<file path="src/rtl/axis_block_assembler.sv">
// AXI4-Stream to wide-block assembler for the SHA3 absorb path.
// Packs TKEEP-masked beats little-endian into one block per handshake.
module axis_block_assembler #(
  parameter int DATA_W  = 16,
  parameter int BLOCK_W = 128
) (
  input  logic                             ACLK,
  input  logic                             ARESET,
  input  logic [DATA_W-1:0]                TDATA,
  input  logic [DATA_W/8-1:0]              TKEEP,
  input  logic                             TVALID,
  input  logic                             TLAST,
  output logic                             TREADY,
  output logic [BLOCK_W-1:0]               block_data,
  output logic [$clog2(BLOCK_W/8+1)-1:0]   block_bytes,
  output logic                             block_last,
  output logic                             block_valid,
  input  logic                             block_ready,
  output logic                             keep_err
);

  localparam int KEEP_W = DATA_W / 8;
  localparam int BEATS  = BLOCK_W / DATA_W;
  localparam int CNT_W  = $clog2(BLOCK_W / 8 + 1);
  localparam int BC_W   = (BEATS > 1) ? $clog2(BEATS) : 1;

  localparam logic [0:0] FILL = 1'b0;
  localparam logic [0:0] HOLD = 1'b1;

  logic [0:0]        state;
  logic [BC_W-1:0]   beat;
  logic [DATA_W-1:0] masked;
  logic [CNT_W-1:0]  pop;
  logic [KEEP_W:0]   keep_ext;
  logic [KEEP_W:0]   keep_inc;
  logic              keep_bad;
  logic              accept;
  logic              last_beat;

  always_comb begin
    masked = '0;
    pop    = '0;
    for (int k = 0; k < KEEP_W; k++) begin
      if (TKEEP[k]) begin
        masked[8*k +: 8] = TDATA[8*k +: 8];
        pop = pop + CNT_W'(1);
      end
    end
  end

  // LSB-contiguous masks are exactly those where mask & (mask+1) == 0
  always_comb begin
    keep_ext = {1'b0, TKEEP};
    keep_inc = keep_ext + (KEEP_W+1)'(1);
    keep_bad = (TKEEP == '0)
            || ((keep_ext & keep_inc) != '0)
            || (!TLAST && !(&TKEEP));
  end

  assign accept    = TVALID && TREADY;
  assign last_beat = (beat == BC_W'(BEATS - 1));

  always_ff @(posedge ACLK) begin
    if (ARESET) begin
      state       <= FILL;
      beat        <= '0;
      TREADY      <= 1'b0;
      block_data  <= '0;
      block_bytes <= '0;
      block_last  <= 1'b0;
      block_valid <= 1'b0;
      keep_err    <= 1'b0;
    end else begin
      unique case (state)
        FILL: begin
          TREADY <= 1'b1;
          if (accept) begin
            block_data[int'(beat)*DATA_W +: DATA_W] <= masked;
            block_bytes <= block_bytes + pop;
            if (keep_bad) keep_err <= 1'b1;
            if (TLAST || last_beat) begin
              state       <= HOLD;
              TREADY      <= 1'b0;
              block_valid <= 1'b1;
              block_last  <= TLAST;
            end else begin
              beat <= beat + BC_W'(1);
            end
          end
        end
        HOLD: begin
          if (block_ready) begin
            state       <= FILL;
            beat        <= '0;
            TREADY      <= 1'b1;
            block_data  <= '0;
            block_bytes <= '0;
            block_last  <= 1'b0;
            block_valid <= 1'b0;
          end
        end
        default: state <= FILL;
      endcase
    end
  end

endmodule
</file>
<file path="config.mk">
export PLATFORM = sky130hd
export DESIGN_NAME = axis_block_assembler
export DESIGN_NICKNAME = d
export VERILOG_FILES = /design/src/rtl/axis_block_assembler.sv
export SDC_FILE = /design/constraint.sdc
export NUM_CORES = 1
export LEC_CHECK = 0
export BUFFER_PORTS_ARGS = -buffer_cell sky130_fd_sc_hd__buf_2
export CAP_MARGIN = 0
export CORE_MARGIN = 5
export CORE_UTILIZATION = 32
export DETAILED_ROUTE_END_ITERATION = 10
export GPL_TIMING_DRIVEN = 0
export SLEW_MARGIN = 0
export SYNTH_ARGS = -nofsm -noshare
export SYNTH_HDL_FRONTEND = slang
export SYNTH_SLANG_ARGS = --single-unit
export TNS_END_PERCENT = 100
</file>
<file path="constraint.sdc">
create_clock -name ACLK -period 2.8 [get_ports ACLK]
set_clock_uncertainty 0.05 [all_clocks]
set_input_delay 0 -clock ACLK [delete_from_list [all_inputs] [get_ports ACLK]]
set_output_delay 0 -clock ACLK [all_outputs]
set_load 0.01 [all_outputs]
</file>
; ---- After elaboration in Yosys (flattened, before gate mapping)
; Index checks and enable logic that the tools add are counted.
[totals]
in_bits = 23
wordCells = 66
regBits = 141
out_inout_bits = 137
[classes]
bitwise = 2
shift = 2
n_mux = 30
add_sub_neg = 5
eq_ne = 5
n_reduce_logical = 14
[ops]
columns = op, n
row1 = $mux W128, 2
row2 = $pmux W128 S2, 1
row3 = $bwmux W128, 1
row4 = $shift A16 B33 Y128 const A, 1
row5 = $shiftx A16 B33 Y128, 1
row6 = $neg A7 Y33, 1
row7 = $mux W8, 2
row8 = $mux W5, 3
row9 = $mux W1, 12
row10 = $pmux W5 S2, 1
row11 = $mux W3, 3
row12 = $reduce_and A3 Y1, 3
row13 = $ne A2 B2 Y1 const B, 4
row14 = $pmux W1 S2, 4
row15 = $pmux W3 S2, 1
row16 = $add A5 B1 Y5 const B, 1
row17 = $add A5 B5 Y5, 1
row18 = $reduce_and A2 Y1, 2
row19 = $add A2 B1 Y3 const B, 1
row20 = $add A3 B1 Y3 const B, 1
row21 = $and A2 B3 Y3, 1
row22 = $eq A3 B3 Y1 const B, 1
row23 = $logic_or A1 B1 Y1, 3
row24 = $reduce_bool A3 Y1, 1
row25 = 4 further kinds, 6

; ---- Depth between registers and ports, before layout
; Gate-level depths: netlist of run 1.
[depth]
depth_word = 6
depth_mapped = 9
mapped_depth_nobuf = 7

; ---- Worst setup path before layout of run 1
; No wires, ideal clock.
[synth_timing]
path_type = register -> register
from = reg beat[0]
to = reg block_data[10]
path_slack_ps = 405
required_ps = 2633
setup_ps = 117
period_less_slack_ps = 2395
arrival_time_ps = 2228
stages_incl_launch_ff = 9
path_buffers = 2
cell_sequence = dfxtp_1 buf_6 inv_1 ha_1 ha_1 or4_4 o31a_4 buf_6 a22o_1
[synth_between]
elab_chain_cells = 5
word_cells_on_any_way = 6
classes_between = 1 x add/sub / 2 x shift / 3 x mux
[synth_lines]
columns = item, line
row1 = "start, declared", 31  ; logic [BC_W-1:0] beat;
row2 = "start signal, assigned", 87  ; beat <= beat + BC_W'(1);
row3 = $neg A7 Y33 *, 78  ; block_data[int'(beat)*DATA_W +: DATA_W] <= masked;
row4 = $shiftx A16 B33 Y128 or $shift A16 B33 Y128 (tied branches), 78
row5 = $bwmux W128 *, 78
row6 = $mux W128 *, 77  ; if (accept) begin
row7 = $pmux W128 S2 *, 74  ; unique case (state)
row8 = "end signal, assigned by index", 78
row9 = "end, declared", 14  ; output logic [BLOCK_W-1:0] block_data,
; Mark *: on every way between the ends. The rest lies on a longest branch, timed or not. The select of a mux whose other input is x is not followed.
; A chain may end at the register's enable or synchronous reset.

; ---- Worst setup path in the final report of run 1
[layout_timing]
from = reg beat[0]
to = reg block_data[7]
; Same word-level chain as after synthesis.

==> results of run 1 <==
-- final cells by class --
cell class	count	area [sq um]	area share (%)
timing repair buffer	177	976	14.1
tap	216	270	3.90
clock buffer	18	429	6.20
buffer	35	166	2.40
clock inverter	14	134	1.93
inverter	9	33.8	0.488
multi-input combinational	253	2090	30.2
sequential	141	2820	40.8
-- per-layer routing --
layer | vias to the layer above | share of wire (%)
met1 | 2254 | 44
met4 | 0 | 2.4
li1 | 2133 | -
met2 | 156 | 47
met3 | 23 | 6.3
met5 | - | 0
-- sequential cells by signal, indices dropped and copies added (netlist names) --
signal       count
TREADY           1
block_last       1
block_bytes      5
block_valid      1
block_data     128
state            1
beat             3
keep_err         1
-- power by group --
| group | internal [W] | switching [W] | total [W] |
|---|---|---|---|
| sequential | 0.00202 | 0.0000102 | 0.00203 |
| clock | 0.00124 | 0.000907 | 0.00214 |
| combinational | 0.0000887 | 0.000164 | 0.000252 |
| total | 0.00334 | 0.00108 | 0.00443 |
-- cell usage in the layout (no fill, tap or decap), types with 5 or more instances in the layout --
| cell | instances |
|---|---|
| clkbuf_16 | 17 |
| nand3b_1 | 5 |
| a32o_1 | 47 |
| ha_1 | 10 |
| buf_2 | 161 |
| clkbuf_1 | 26 |
| a22o_1 | 10 |
| nand2_1 | 22 |
| inv_1 | 9 |
| a21oi_1 | 16 |
| o211ai_1 | 17 |
| dfxtp_1 | 141 |
| nand3_1 | 6 |
| a22o_2 | 6 |
| o31ai_1 | 16 |
| o2bb2ai_1 | 47 |
| dlygate4sd3_1 | 18 |
-- critical path: cells and delay by family (launching register included) --
| kind | cells | cell delay (ns) |
|---|---|---|
| compound gates | 2 | 0.63 |
| fa+ha+maj | 2 | 0.59 |
| simple gates | 1 | 0.50 |
| buf+inv | 3 | 0.36 |
| flops | 1 | 0.35 |
-- stage by stage --
| step | util (%) | cell area, sq um | hold WS [ns] | std cells |
|---|---|---|---|---|
| after floorplan | - | 5100 | 0.0755 | 438 |
| after global placement | 39.1 | 6160 | 0.246 | 813 |
| after detailed placement | 39.1 | 6160 | 0.250 | 813 |
| after CTS | 43.8 | 6910 | 0.0406 | 863 |
| after global routing | 43.9 | 6920 | 0.0774 | 863 |
| final | 43.9 | 6920 | 0.0572 | 863 |
-- cell families (layout without fill, tap and decap cells) --
| kind of cell | count (synthesis) | count (layout) | synth area share [%] |
|---|---|---|---|
| fa+ha+maj | 11 | 11 | 2.85 |
| compound gates | 176 | 176 | 29.4 |
| buf+inv | 44 | 253 | 3.88 |
| simple gates | 66 | 66 | 8.52 |
| flops | 141 | 141 | 55.4 |
-- timing repair --
item / in CTS / in global routing
setup endpoints to repair: 10 / 11
endpoints found under the hold margin: 106 / 0
hold buffers: 18 / 0
gates resized for setup: 1 / 6
-- worst max path at each step --
stage / startpoint / endpoint / slack [ns] / depth (start not counted)
floorplan: beat[0]$_SDFFE_PP0P_ / block_data[10]$_SDFFE_PP0P_ / 0.40 / 8
global placement: beat[0]$_SDFFE_PP0P_ / block_data[40]$_SDFFE_PP0P_ / 0.09 / 8
detailed placement: beat[0]$_SDFFE_PP0P_ / block_data[39]$_SDFFE_PP0P_ / -0.008 / 8
CTS: beat[0]$_SDFFE_PP0P_ / block_data[74]$_SDFFE_PP0P_ / 0.12 / 8
global route: beat[0]$_SDFFE_PP0P_ / block_data[60]$_SDFFE_PP0P_ / 0.02 / 8
finish: beat[0]$_SDFFE_PP0P_ / block_data[7]$_SDFFE_PP0P_ / 0.20 / 8
==> run summary, run 1 <==
The run finished with clean final reports. Cells with a size suffix above 1 make up 34.2% of the layout. After synthesis, the largest area contributor takes up 55.4% of total cell area. The total die area was 18500 sq um. Kind of start point of the critical path: a flop.

The run gives 5100 sq um as the post-synthesis cell area. Sorting the synthesized cells by area gives the leading types as dfxtp_1, a32o_1, o2bb2ai_1. After detailed routing, the number of remaining DRC violations is 0. After layout, the design draws a total of 0.00443 W. A synthesized cell averages 11.6 sq um. At the worst endpoint, the required time is 3.06 ns. Based on the critical path, the design can be clocked at up to 385 MHz. 0 antenna diodes ended up in the layout. The total negative slack for setup checks was 0 ns; the sequential-to-total area share from yosys stat was 55.4%. The tools report the final-report max-slew violation count as 0.

The wire length of the first global-routing pass is 24600 um, and the aggregate global routing overflow is 0. In this run, distinct cell masters in the synthesized netlist total 49. TritonCTS built the clock tree. The most frequent cell after synthesis was dfxtp_1. Pin placement for this block handled 160 I/O pins. The number of antenna violations at the first check in global routing was 0. In this run, the number of DRC markers left after iteration 0 of detailed routing was 152. For this design, the slowest cell found on the critical path is or4_4.

The synthesized design contains 0 enable-type register cells. The Yosys step of the flow raised 0 warnings. The first-pass iteration count of the detailed router came out at 5. The number of cell rows is 46, and the count of endpoints failing setup in the final report is 0. The core region is 15800 sq um.

CTS saw 141 sinks. At the end of routability-driven placement, the weighted congestion stood at 0.802. The final layout contains 668 nets. The number of buffers added for setup after CTS is 0, and the worst path setup slack after routing is 0.204 ns. The count of endpoints failing hold in the final timing report is 0. The path with the worst hold slack has its endpoint at block_data[113]$_SDFFE_PP0P_. The worst setup path is of the reg2reg kind. The startpoint of the most critical register-to-register path was beat[0]$_SDFFE_PP0P_. The main flop type after synthesis is dfxtp_1.

The worst hold path passes through 4 cells. In this design, the stage delay of the slowest critical-path cell is 0.50 ns. For met3 alone, demand over resource in global routing was 4.89%.

Along the worst path, the maximum fanout reaches 10. Before CTS, the worst setup slack after placement is -0.00826 ns. The via count of the first global-routing pass is 4610, and the via density per instance is 5.29. Once detail routing completed, the nets flagged for antenna violations numbered 0. The worst path uses 92.7% of the clock period.

The run gives 0 as the reported max-cap violation count. The register bit total from synthesis is 141. In this run the worst hold path is classified as in2reg.

Global routing used 17.1% of the available tracks across all layers. The gate count of the mapped netlist is 438. For the setup slack of the worst register-to-register path, the log shows 0.20 ns.

The run gives 2.90 nW as the static leakage. The worst-case clock buffer depth was 2. Area overhead of the layout relative to synthesis: 35.9%. The worst path needs 2.60 ns of the cycle, external delays included. The maximum number of pins on one net before global-route repair was 17.

The via count of the routed design was 4566. Global routing used 27.3% of the available met2 tracks. The initial utilization of the core area, before any placement, comes to 32.3%.

Walking the worst path, the cells encountered are buf_6, inv_1, ha_1, ha_1, or4_4, o31a_4, buf_6, a22o_1. The commonest cells after synthesis are dfxtp_1, a32o_1, o2bb2ai_1. The critical path capture point type is a flop. Summed over all layers, the routed wires come to 16300 um.

TritonCTS buffer count: 17. In the global route stage, met1 resource usage came out at 22.0%. The tools report the CTS root buffer as clkbuf_16. For the worst-skew pair, the clock arrives at the later sink with an insertion delay of 0.41 ns. After detailed routing, the average wire length per cell comes to 18.8 um. Dividing total power by cell area gives a power density of 639 nW/um^2.

The worst pin sits at a relative slew slack of 55.7%. The endpoint identified for the worst register-to-register timing path is block_data[7]$_SDFFE_PP0P_. The maximum level of the CTS H-tree is 4, and the floorplan die height is 136 um. Input and output buffers added on the ports amount to 159.

Clock-pin slew was measured on the worst setup and hold paths at 0.06 ns. Summed over all instances, the cell type with the most area after synthesis is dfxtp_1. The worst hold path begins at ARESET.

For the pin with the worst max-slew slack, the measured transition is 0.659 ns. Fill cells in the final layout number 1539. The HPWL after detailed placement is 12300 um. The die is 136 um wide. The maximum resistive drop on vdd was 453 uV; the worst path arrival time was 2.85 ns. Synthesis produced a netlist with a net count of 472.

The number of cells traversed by the worst register-to-register path is 8. The proportion of synthesized flip-flops having asynchronous set or reset works out to 0%. Busiest metal layer after global routing: met2. Setup repair after global routing left no endpoint under its margin.
Note: power is estimated with default switching activity, not from simulation.
==> run 2: changes to the inputs <==
Settings changed: CORE_ASPECT_RATIO from default to 1.4, MAX_ROUTING_LAYER from default to met4.
==> run 2 against run 1 <==
Net effect:
- flip-flop and latch count unchanged
- sequential power about the same
- non-clock buffer count unchanged
- first-iteration DRC count up 73%
- hold slack gained 0.019 ns
- register-to-register slack worse by 0.02 ns
- count of clock-buffer cells in the layout grew 2
- die area up 0.19%
- setup slack worse by 0.024 ns
- combinational power grew 2%
- sequential share of layout area shrank 0.33 points
- critical path depth did not move
- critical path type unchanged
- largest power group unchanged
==> run summary, run 2 (synthesis results as in run 1) <==
The flow ran to the end, and the final reports show no timing, DRC or antenna violations. In this run the number of cells on the critical path is 8. The die is 117 um wide.

The number of flip-flops under the largest register name works out to 128. The first-pass iteration count of the detailed router is 5. The largest registers in the layout are block_data (128), block_bytes (5), beat (3). In this run the power density over the cells is 677 nW/um^2. The run gives 4 as the maximum level of the CTS H-tree. The cell seen most often among critical-path stages is ha_1.

Max-cap violations in this run came to 0. The slowest stage of the critical path is the clkbuf_1 cell. For this configuration, the core starts out at a cell density of 32.7%. For this design, the sink count on the clock tree is 141. The floorplan die height works out to 159 um. Across all register-to-register paths, the minimum setup slack is 0.18 ns. Relative to the synthesized area, the layout overhead comes to 37.0%. The final antenna-violating net count came out at 0.

In the finished design, the share of the clock period the worst path needs comes to 93.6%. Buffers inserted during clock tree synthesis total 17. Number of cell rows: 54. Most common cell after layout, fill and taps aside: buf_2. For the wire length of the first global-routing pass, the log shows 26300 um.

TritonCTS built the clock tree. Setup violations remaining at the end of the flow were counted as 0. The tree is rooted in a clkbuf_16. The headroom to the max-slew limit is 59.1%, and the post-layout utilization of the core is 44.7%.

The run gives 15600 sq um as the area of the core. The number of buffers added for setup after CTS is 0. After detailed routing, the number of vias per cell comes to 5.38.

The met2 track utilization from global routing was 31.8%; the clock-pin slew reported for the worst setup and hold paths after clock tree synthesis was 0.06 ns. 0 antenna diodes ended up in the layout. The highest cell delay on the worst timing path is 0.47 ns. The kind of start point of the critical path was a flop.

The busiest metal layer after global routing is met2. The maximum number of pins on one net before global-route repair was 17. The final layout contains routed wiring with a total length of 17100 um.

In the final routed layout, each cell accounts on average for 20.3 um. During I/O placement, the number of pins put on the boundary was 160. The via count of the first global-routing pass is 4598, and the worst-case clock buffer depth is 2.

Measured in cells, the most critical reg-to-reg path has a length of 8. Walking the worst path, the cells encountered are buf_6, inv_1, ha_1, ha_1, and2b_2, a31oi_2, clkbuf_1, o2bb2ai_1. The tools report the aggregate global routing overflow as 0. The library cells used most frequently in the layout, excluding fill and tap cells, are buf_2, dfxtp_1, o2bb2ai_1, a32o_1, clkbuf_1. The logs give 19.1% for the total routing resource utilization after global routing and 21.8% for the met1 track utilization from global routing.

The worst path needs 2.62 ns of the cycle, external delays included. The biggest fanout along the worst timing path was 10. STA classifies the critical path endpoint as a flop.

The worst path arrival time was 2.91 ns; the port buffer count was 159. The total die area was 18600 sq um. Summing over every cut layer, the via total after detailed routing is 4534. After routing the design area is 6980 sq um. The number of cells traversed by the worst hold path is 4.

The final-report max-slew violation count is 0, and the worst-margin pin slew is 0.613 ns. Class of the most critical hold timing path: in2reg. Routability-driven placement finished with a final weighted congestion of 0.909. The static leakage was 2.94 nW; the share of post-route cells with drive strength above 1 was 34.2%.

The number of antenna violations at the first check in global routing was 0; the critical path data required time was 3.09 ns. In the final timing run, aggregate negative setup slack is 0 ns. On the critical path the largest part of the delay comes from buffers and inverters.

The worst setup path is of the reg2reg kind. In the routed design, unresolved DRC markers number 0. At the later pin of the worst-skew pair, clock insertion delay measures 0.42 ns.

The run gives 13000 um as the placed wire-length estimate. The first routing iteration left 263 violations. Global routing used 4.52% of the available met3 tracks. The tightest hold path in the finished design has a slack of 0.0763 ns. The net count of the finished layout was 668. The achievable clock frequency is 382 MHz, and the count of endpoints failing hold in the final timing report is 0. The register with the most flip-flops in the final layout is block_data.

Number of buffers and inverters on the critical path: 3. Setup repair after global routing left no endpoint under its margin. IR analysis of the VDD net gives a maximum drop of 400 uV.

Instance area at placement: 6140 sq um.
run 2: changes by cell type in the layout (fill, tap and decap cells not counted), sizes merged:
| cell | previous run | this run |
|---|---|---|
| bufinv | 1 | 5 |
| inv | 14 | 9 |
| clkinvlp | 4 | 3 |
| clkbuf | 45 | 47 |
run 2: report_power, final:
| group | leakage, nW | total [W] | internal (W) | switching, W |
|---|---|---|---|---|
| Combinational | 1.50 | 0.000257 | 0.0000889 | 0.000168 |
| Sequential | 1.14 | 0.00203 | 0.00202 | 0.0000111 |
| Clock | 0.306 | 0.00244 | 0.00160 | 0.000839 |
| Total | 2.94 | 0.00472 | 0.00371 | 0.00102 |
run 2: worst paths after layout:
| check | end | startpoint |
|---|---|---|
| min | block_data[112]$_SDFFE_PP0P_ | ARESET |
| min reg2reg | block_data[105]$_SDFFE_PP0P_ | block_data[105]$_SDFFE_PP0P_ |
| max reg2reg | block_data[40]$_SDFFE_PP0P_ | beat[0]$_SDFFE_PP0P_ |
| max | block_data[40]$_SDFFE_PP0P_ | beat[0]$_SDFFE_PP0P_ |
run 2: cell type report:
class	count	area, sq um
fill	1462	8630
clock inverter	12	193
inverter	9	33.8
clock buffer	20	447
tap	196	245
sequential	141	2820
multi-input combinational	253	2100
buffer	35	166
timing repair buffer	177	976
run 2: worst min-delay path, cell delays in order:
cell and delay (ns):
buf_2 0.18, a21oi_2 0.13, o211ai_1 0.10, o31ai_1 0.07
run 2: through the flow:
| step | cells | worst slack, ns | power [W] |
|---|---|---|---|
| 6_report | 843 | 0.180 | 0.00472 |
| 3_5_place_dp | 793 | 0.0220 | 0.00231 |
| 5_1_grt | 843 | 0.00340 | 0.00489 |
| 2_1_floorplan | 438 | 0.405 | 0.00220 |
| 3_3_place_gp | 793 | 0.125 | 0.00230 |
| 4_1_cts | 843 | 0.0196 | 0.00477 |
run 2: repair_timing:
action | 4_1_cts | 5_1_grt
gates resized for setup | 1 | 7
hold buffers | 18 | 0
endpoints found under the hold margin | 91 | 0
setup endpoints to repair | 1 | 30
run 2: per-layer routing:
metal / vias up / share of wire [%]
met5: - / 0
met4: 0 / 1.9
met3: 26 / 5.0
met2: 139 / 53
met1: 2228 / 40
li1: 2141 / -
==> run 3: changes to the inputs <==
Settings changed: CELL_PAD_IN_SITES_DETAIL_PLACEMENT from default to 2, CELL_PAD_IN_SITES_GLOBAL_PLACEMENT from default to 2, PLACE_DENSITY_LB_ADDON from default to 0.1.
==> run 3 against run 2 <==
Net effect:
- critical path depth unchanged
- hold slack worse by 0.038 ns
- routed wire length increased by 11%
- final cell count decreased by 0.36%
- setup slack gained 0.0067 ns
- sequential power about the same
- maximum frequency up 0.26%
- global-route usage increased by 2.2 points
- utilization down 0.20 points
- largest power group unchanged
- clock power is 5% lower
- sequential share of layout area rose by 0.18 points
- power shrank 2.2%
==> run summary, run 3 (synthesis results as in run 1) <==
At the end of routability-driven placement, the weighted congestion stood at 0.768. For the total routing resource utilization after global routing, the log shows 21.2%. The critical path in this run is classified as reg2reg. The maximum number of pins on one net before global-route repair is 17.

The net count of the finished layout was 667; the area overhead of the layout relative to synthesis was 36.4%. In the final layout, the registers with the most flip-flops are block_data (128), block_bytes (5), beat (3). The flow ran to the end, and the final reports show no timing, DRC or antenna violations.

The clock reaches the later pin of the worst-skew pair after 0.41 ns. In this run the register-to-register setup slack is 0.19 ns. Of all nets on the critical path, the largest fanout is 10. The share of total power dissipated in the clock network is 50.4%. The register with the most flip-flops in the layout has 128 of them. Number of antenna violations at the first check in global routing: 0.

The aggregate routed wire length was 19000 um; the aggregate global routing overflow was 0. The mean routed wirelength per cell came out at 22.6 um. The most flop-heavy register was block_data. The ratio of total power to cell area is 665 nW/um^2. The tools report the number of cell rows as 54. Setup violations remaining at the end of the flow were counted as 0. Cell internal power dissipation: 0.00354 W. The run gives 0 as the residual DRC count. TritonCTS built the clock tree. Measured along the x axis, the die boundary spans 117 um.

The H-tree was split into 4 levels. The worst hold path startpoint was ARESET. The worst path uses 93.3% of the clock period. The longest clock path from root to sink contains 2 buffers. First-pass iteration count of the detailed router: 4. The via density per instance is 5.48. The die covers 18600 sq um. The via count of the first global-routing pass was 4993. The floorplan die height was 159 um.

Buffers added to address setup during post-CTS repair amount to 0. The top cell types in the final layout, fill and taps aside, are buf_2, dfxtp_1, o2bb2ai_1, a32o_1, nand2_1. For the worst path arrival time, the log shows 2.87 ns.

CTS placed an instance of clkbuf_16 at the clock tree root. The worst hold path belongs to the class in2reg. VDD sags by at most 301 uV.

The tools report the final-report max-slew violation count as 0. The critical path capture point type is a flop. In this run the standard cell core region covers 15600 sq um. The starting density of the core is 32.7%, and the number of violations reported at the end of detailed-routing iteration 0 is 190.

Setup repair after global routing left no endpoint under its margin. In this run the critical register-to-register path is launched from beat[0]$_SDFFE_PP0P_. The wire length of the first global-routing pass came out at 29500 um.

The net switching component of the power is 0.00108 W, and the worst path setup slack after routing is 0.187 ns. The TritonCTS buffer count came out at 17. The logs give 43.9% for the sequential fraction of design power and 2.95 nW for the static leakage. The share of post-route cells with drive strength above 1 was 35.4%; the port buffer count was 159.

The run gives 4602 as the via count of the routed design. The final critical delay including setup and external delays is 2.61 ns, and the number of cells traversed by the worst register-to-register path is 8. The number of antenna diodes in the final layout is 0. The most common cell after layout, fill and taps aside was buf_2. The path with the worst hold slack has its endpoint at block_data[127]$_SDFFE_PP0P_. The count of endpoints failing hold in the final timing report was 0; the number of cells traversed by the worst hold path was 4.

The run gives 14200 um as the placed wire-length estimate. The kind of start point of the critical path was a flop. The net switching share of the total power came out at 23.5%. 160 I/O pins were placed. The clock sink count was 141; the critical path data required time was 3.06 ns.

In this run the remaining antenna-violating nets after routing total 0. The logs give 0 for the reported max-cap violation count and 383 MHz for the achievable clock frequency. The tools report the headroom to the max-slew limit as 55.8%.

Combinational share of power: 5.7%. The clock-pin slew reported for the worst setup and hold paths after clock tree synthesis is 0.06 ns. The destination of the worst register-to-register timing path is block_data[9]$_SDFFE_PP0P_. Before CTS, the worst setup slack after placement is -0.103 ns. At the pin with the least slew margin, the transition time is 0.658 ns. For this run, the share of the core covered by cells in the final layout is 44.5%.
## run 3: cell count changes in the layout (fill, tap and decap cells not counted), moves of 2 or more
cell,change
clkinvlp_4,-3
clkbuf_2,+4
clkbuf_1,-8
clkinv_4,+2
inv_6,+3
bufinv_16,-2
## run 3: worst max path at each step
stage               cells past startpoint                  from                            to
floorplan                               8  beat[0]$_SDFFE_PP0P_   block_data[10]$_SDFFE_PP0P_
global placement                        8  beat[0]$_SDFFE_PP0P_   block_data[72]$_SDFFE_PP0P_
detailed placement                      8  beat[0]$_SDFFE_PP0P_   block_data[73]$_SDFFE_PP0P_
CTS                                     7  beat[0]$_SDFFE_PP0P_    block_data[5]$_SDFFE_PP0P_
global route                            8  beat[0]$_SDFFE_PP0P_  block_data[127]$_SDFFE_PP0P_
finish                                  8  beat[0]$_SDFFE_PP0P_    block_data[9]$_SDFFE_PP0P_
## run 3: per-layer routing
metal / vias to the layer above / part of all wire (%) / routed length (um) / track usage, %
met5: - / 0 / 0 / -
met4: 0 / 0.84 / 159 / 4.43
met3: 13 / 4.8 / 902 / 5.29
met2: 108 / 54 / 10200 / 37.7
met1: 2359 / 41 / 7690 / 23.8
li1: 2122 / - / - / -
## run 3: what timing repair did
action / CTS / global route
hold endpoints to repair: 71 / 0
hold buffers: 18 / 0
cloned: 0 / 0
pin swaps: 0 / 2
endpoints found under the setup margin: 29 / 69
gates resized for setup: 4 / 16
## run 3: layout make-up
type,count,area (sq um)
clock buffer,18,439
multi-input combinational,253,2100
timing repair buffer,177,976
sequential,141,2820
tap,196,245
inverter,9,33.8
fill,1652,8660
buffer,34,169
clock inverter,12,160
## run 3: per-stage QoR
step	cell area, sq um	power (W)	hold slack, ns	instances	setup TNS [ns]
2_1_floorplan	5100	0.00220	0.0755	438	0
3_5_place_dp	6140	0.00232	0.256	793	-1.16
5_1_grt	6950	0.00476	0.0648	840	0
4_1_cts	6940	0.00466	0.0239	841	0
6_report	6950	0.00462	0.0378	840	0
3_3_place_gp	6140	0.00231	0.249	793	0
## run 3: critical path, stage by stage (launching register included)
cell     delay, ns
dfxtp_1       0.37
buf_6         0.15
inv_1         0.07
ha_1          0.22
ha_2          0.33
or4_4         0.49
o31a_4        0.42
buf_6         0.17
a22o_1        0.23
## run 3: power by group through the flow
| stage | Sequential (W) | Combinational, W | Clock, W |
|---|---|---|---|
| 2_1_floorplan | 0.00208 | 0.000125 | 0 |
| 3_3_place_gp | 0.00207 | 0.000234 | 0 |
| 3_5_place_dp | 0.00208 | 0.000242 | 0 |
| 4_1_cts | 0.00203 | 0.000264 | 0.00236 |
| 5_1_grt | 0.00203 | 0.000287 | 0.00244 |
| 6_report | 0.00203 | 0.000262 | 0.00233 |
